`src/rtl/dac_spi_wr.sv`:
```
// Single-word SPI write engine for a dual DAC: frames one 24-bit command per
// request, driving mosi on sclk rising edges so the DAC samples on falling edges.
module dac_spi_wr #(
  parameter int CLK_DIV = 4
) (
  input  logic        clk,
  input  logic        rst,
  input  logic        wr_req,
  input  logic [23:0] wr_data,
  input  logic        sel,
  output logic        ack,
  output logic        busy,
  output logic        sclk,
  output logic        mosi,
  output logic [1:0]  cs_n
);

  localparam logic [2:0] IDLE     = 3'd0;
  localparam logic [2:0] LEAD     = 3'd1;
  localparam logic [2:0] SHIFT    = 3'd2;
  localparam logic [2:0] TRAIL    = 3'd3;
  localparam logic [2:0] GAP      = 3'd4;
  localparam logic [2:0] ACK      = 3'd5;
  localparam logic [2:0] WAIT_LOW = 3'd6;

  localparam logic [7:0] DIV_LAST = 8'(CLK_DIV - 1);

  logic [2:0]  state_reg, state_next;
  logic [7:0]  div_cnt_reg, div_cnt_next;
  logic [4:0]  bit_cnt_reg, bit_cnt_next;
  logic        phase_reg, phase_next;
  logic [23:0] shift_reg, shift_next;
  logic        ack_reg, ack_next;
  logic        sclk_reg, sclk_next;
  logic        mosi_reg, mosi_next;
  logic [1:0]  cs_n_reg, cs_n_next;
  logic        div_done;

  assign div_done = (div_cnt_reg == 8'd0);

  always_comb begin
    state_next   = state_reg;
    div_cnt_next = div_cnt_reg;
    bit_cnt_next = bit_cnt_reg;
    phase_next   = phase_reg;
    shift_next   = shift_reg;
    ack_next     = 1'b0;
    sclk_next    = sclk_reg;
    mosi_next    = mosi_reg;
    cs_n_next    = cs_n_reg;

    case (state_reg)
      IDLE: begin
        if (wr_req) begin
          state_next   = LEAD;
          shift_next   = wr_data;
          div_cnt_next = DIV_LAST;
          mosi_next    = wr_data[23];
          sclk_next    = 1'b0;
          cs_n_next    = sel ? 2'b01 : 2'b10;
        end
      end

      LEAD: begin
        if (div_done) begin
          state_next   = SHIFT;
          div_cnt_next = DIV_LAST;
          bit_cnt_next = 5'd23;
          phase_next   = 1'b1;
          sclk_next    = 1'b1;
          mosi_next    = shift_reg[23];
        end else begin
          div_cnt_next = div_cnt_reg - 8'd1;
        end
      end

      // phase_reg high = sclk high half of a bit; the shift happens on the
      // falling half so the next bit is ready at the following rising edge
      SHIFT: begin
        if (!div_done) begin
          div_cnt_next = div_cnt_reg - 8'd1;
        end else if (phase_reg) begin
          phase_next   = 1'b0;
          sclk_next    = 1'b0;
          div_cnt_next = DIV_LAST;
          shift_next   = {shift_reg[22:0], 1'b0};
        end else if (bit_cnt_reg == 5'd0) begin
          state_next   = TRAIL;
          div_cnt_next = DIV_LAST;
        end else begin
          bit_cnt_next = bit_cnt_reg - 5'd1;
          phase_next   = 1'b1;
          sclk_next    = 1'b1;
          mosi_next    = shift_reg[23];
          div_cnt_next = DIV_LAST;
        end
      end

      TRAIL: begin
        if (div_done) begin
          state_next   = GAP;
          cs_n_next    = 2'b11;
          div_cnt_next = DIV_LAST;
        end else begin
          div_cnt_next = div_cnt_reg - 8'd1;
        end
      end

      GAP: begin
        if (div_done) begin
          state_next = ACK;
          ack_next   = 1'b1;
        end else begin
          div_cnt_next = div_cnt_reg - 8'd1;
        end
      end

      ACK: begin
        state_next = WAIT_LOW;
      end

      // A request still held from the finished transfer must not restart it
      WAIT_LOW: begin
        if (!wr_req) begin
          state_next = IDLE;
        end
      end

      default: begin
        state_next = IDLE;
        sclk_next  = 1'b0;
        cs_n_next  = 2'b11;
      end
    endcase
  end

  always_ff @(posedge clk or negedge rst) begin
    if (!rst) begin
      state_reg   <= IDLE;
      div_cnt_reg <= 8'd0;
      bit_cnt_reg <= 5'd0;
      phase_reg   <= 1'b0;
      shift_reg   <= 24'd0;
      ack_reg     <= 1'b0;
      sclk_reg    <= 1'b0;
      mosi_reg    <= 1'b0;
      cs_n_reg    <= 2'b11;
    end else begin
      state_reg   <= state_next;
      div_cnt_reg <= div_cnt_next;
      bit_cnt_reg <= bit_cnt_next;
      phase_reg   <= phase_next;
      shift_reg   <= shift_next;
      ack_reg     <= ack_next;
      sclk_reg    <= sclk_next;
      mosi_reg    <= mosi_next;
      cs_n_reg    <= cs_n_next;
    end
  end

  assign ack  = ack_reg;
  assign busy = (state_reg != IDLE);
  assign sclk = sclk_reg;
  assign mosi = mosi_reg;
  assign cs_n = cs_n_reg;

endmodule
```
`config.mk`:
```
export PLATFORM = sky130hd
export DESIGN_NAME = dac_spi_wr
export DESIGN_NICKNAME = d
export VERILOG_FILES = /design/src/rtl/dac_spi_wr.sv
export SDC_FILE = /design/constraint.sdc
export NUM_CORES = 1
export LEC_CHECK = 0
export CAP_MARGIN = 10
export CORE_MARGIN = 8
export CORE_UTILIZATION = 55
export DETAILED_ROUTE_END_ITERATION = 10
export MAX_ROUTING_LAYER = met4
export PLACE_DENSITY = 0.81
export RECOVER_POWER = 100
export SYNTH_ARGS = -nofsm -noshare
export SYNTH_HDL_FRONTEND = slang
export SYNTH_SLANG_ARGS = --single-unit
```
`constraint.sdc`:
```
create_clock -name clk -period 2.4 [get_ports clk]
set_clock_uncertainty 0.05 [all_clocks]
set_input_delay 0.48 -clock clk [delete_from_list [all_inputs] [get_ports clk]]
set_output_delay 0.48 -clock clk [all_outputs]
set_load 0.02 [all_outputs]
```
==> reports/qor.txt <==
number of port buffers - 33
leak pwr - 1.309 nW
fmax - 435.5 MHz
number of core rows - 25
layout net count - 316
Inserted Clock Buffers - 5
synth top area cells - dfrtp_1 42%, mux2_1 11%, mux2_2 9.0%
largest net degree at the start of global routing - 27
CP Buf/Inv Count - 1
post-CTS setup buffers - 0
Post-synth EDFFs - 0
DIE AREA - 7273 µm²
Starting Density - 56.27%
Max FO, Critical Path - 5
commonest non-fill, non-tap cell in the layout - dfrtp_1
post-synthesis sequential area ratio - 43.70%
pwr/cell area - 1222 nW/µm²
hpwl dp - 4.199 mm
Post-Synthesis Cell Area - 2640 µm²
unique cell type count in the Yosys netlist - 59
Setup WS post-layout - 0.1039 ns
Avg Vias per Cell - 5.894
floorplan core area - 4692 µm²
VDD IR-drop max - 0.0005636 V
TritonRoute pass-1 iters - 4
number of fill cells - 370
CTS HTree Levels - 2
DRT Wirelength - 5.616 mm
Area growth syn-to-layout - 20.81%
IO Pins - 34
Yosys top cell area share - 41.71%
maximum root-to-sink buffer count - 2
DP Worst Slack - 0.1816 ns
RSZ-0062 raised after global routing - no
syn avg cell area - 11.00 µm²
number of flip-flops in the largest register - 24
Synthesized Nets - 271
initial antenna violation count - 0
final hold vios - 0
Startpoint Class - flip-flop
clock sinks - 46
CTS Hold Buffers Added - 0
main flop type after synthesis - dfrtp_1
wire length per cell - 16.52 µm
DP Cell Count - 332
Top delay family on crit path - buffers and inverters
ys async rst share - 100.0%
Critical Path RT - 1.87 ns
register area - 1154 µm²
Clk Latency, worst-skew pair - 0.30 ns
worst hold-check path type - primary input to asynchronous set/reset pin
critical path type - flip-flop to output pin
Final Wtd Congestion - 0.7900
grt ovf - 0
# DRC - 0
die width - 85.28 µm
max-cap viol count - 0
Final Max Tran Viols - 0
Tmin final - 2.296 ns
CTS tree - done
vias in the first global route - 2136
slowest CP cell - clkdlybuf4s50_1
status - completed
Finished Core Util - 67.97%
antenna cells - 0
clock root cell - clkbuf_8
worst slew pin tran - 1.396 ns
first-pass GRT wire length - 10.07 mm
layout cells sized above 1 - 17.13%
Synth Instances - 240
synthesis-stage register bit count - 46
antenna viol nets, final - 0
worst path arrival time - 1.77 ns
post-cts repair resize count - 0
setup TNS - 0 ns
chip height - 85.28 µm
final setup violating endpoints - 0
most frequent cells in the layout - 44 x dfrtp_1, 27 x clkdlybuf4s50_1, 26 x mux2_1
total track usage - 17.40%
clock-pin slew on the worst setup and hold paths - 0.09 ns
area leader, netlist - dfrtp_1
total number of vias - 2004
crit-path max cell delay - 0.56 ns
crit-path cells - or3_1, clkdlybuf4s50_1
area of the multi-input gates - 1374 µm²
CP endpoint kind - output pin
fin crit share - 95.67%
Max-slew headroom - 6.923%
initial DRC count - 101
Ys Warns - 0
Non-Filler Instances - 340
[area by class of cell]
type,count,share of cell area (%)
Tap cell,54,2.118
Multi-Input combinational cell,171,43.08
Sequential cell,46,36.17
Timing Repair Buffer,50,14.24
Inverter,11,1.295
Clock inverter,2,0.5100
Clock buffer,6,2.589
[Yosys cell counts, types with 2 or more instances]
library cell   n
a21oi_1       13
a22oi_1        4
a31oi_1        3
a41o_1         2
buf_2          2
buf_4          2
clkbuf_1       7
dfrtp_1       44
dfstp_2        2
ha_1           3
inv_1         11
maj3_1         2
mux2_1        26
mux2_2        21
nand2_1       10
nand3_1        2
nor2_1         9
nor2b_1        4
nor3_1         5
o21ai_0       10
o21ai_1        8
o22a_1         2
o31ai_1        2
or3_1          6
or3b_1         3
or4_1          3
or4_4          2
[metal layers]
metal / part of all wire [%] / vias to the layer above / global-route usage [%]
met2: 51 / 42 / 28.55
met4: 0.93 / 0 / 4.299
li1: - / 985 / -
met3: 2.9 / 6 / 3.571
met1: 45 / 971 / 21.40
met5: 0 / - / -
[kinds of logic (layout without fill, tap and decap cells)]
family,count (synthesis),count (layout),share of synthesized area [%]
fa+ha+maj,5,5,2.180
flops,46,46,43.70
simple gates,57,57,14.46
compound gates,59,59,14.69
buf+inv,23,69,3.649
xor+xnor,1,1,0.3318
mux,49,49,21.00
[stage by stage]
| step | cell area, µm² | total power, mW | hold slack [ns] |
|---|---|---|---|
| after global placement | 3131 | 3.358 | 0.4114 |
| final | 3189 | 3.897 | 0.4339 |
| after detailed placement | 3131 | 3.466 | 0.4208 |
| after global routing | 3189 | 4.216 | 0.4636 |
| after CTS | 3229 | 3.981 | 0.1384 |
| after floorplan | 2640 | 2.840 | 0.1344 |
[path summary, 6_finish.rpt]
path | start | to | slack (ns) | depth (start not counted)
min in group clk | shift_reg[16] | shift_reg[16] | 0.44 | 1
min | rst | state_reg[0] | 0.43 | 1
max reg2reg | div_cnt_reg[0] | div_cnt_reg[6] | 0.18 | 6
max in group asynchronous | rst | shift_reg[2] | 0.71 | 2
max | state_reg[2] | busy | 0.10 | 2
min reg2reg | shift_reg[16] | shift_reg[16] | 0.44 | 1
[where the power goes]
part / internal [mW] / total [mW] / switching (mW)
Combinational: 1.00 / 1.98 / 0.982
Clock: 0.237 / 0.506 / 0.269
Sequential: 1.15 / 1.41 / 0.260
No activity file was read; power rests on OpenSTA's default activity.
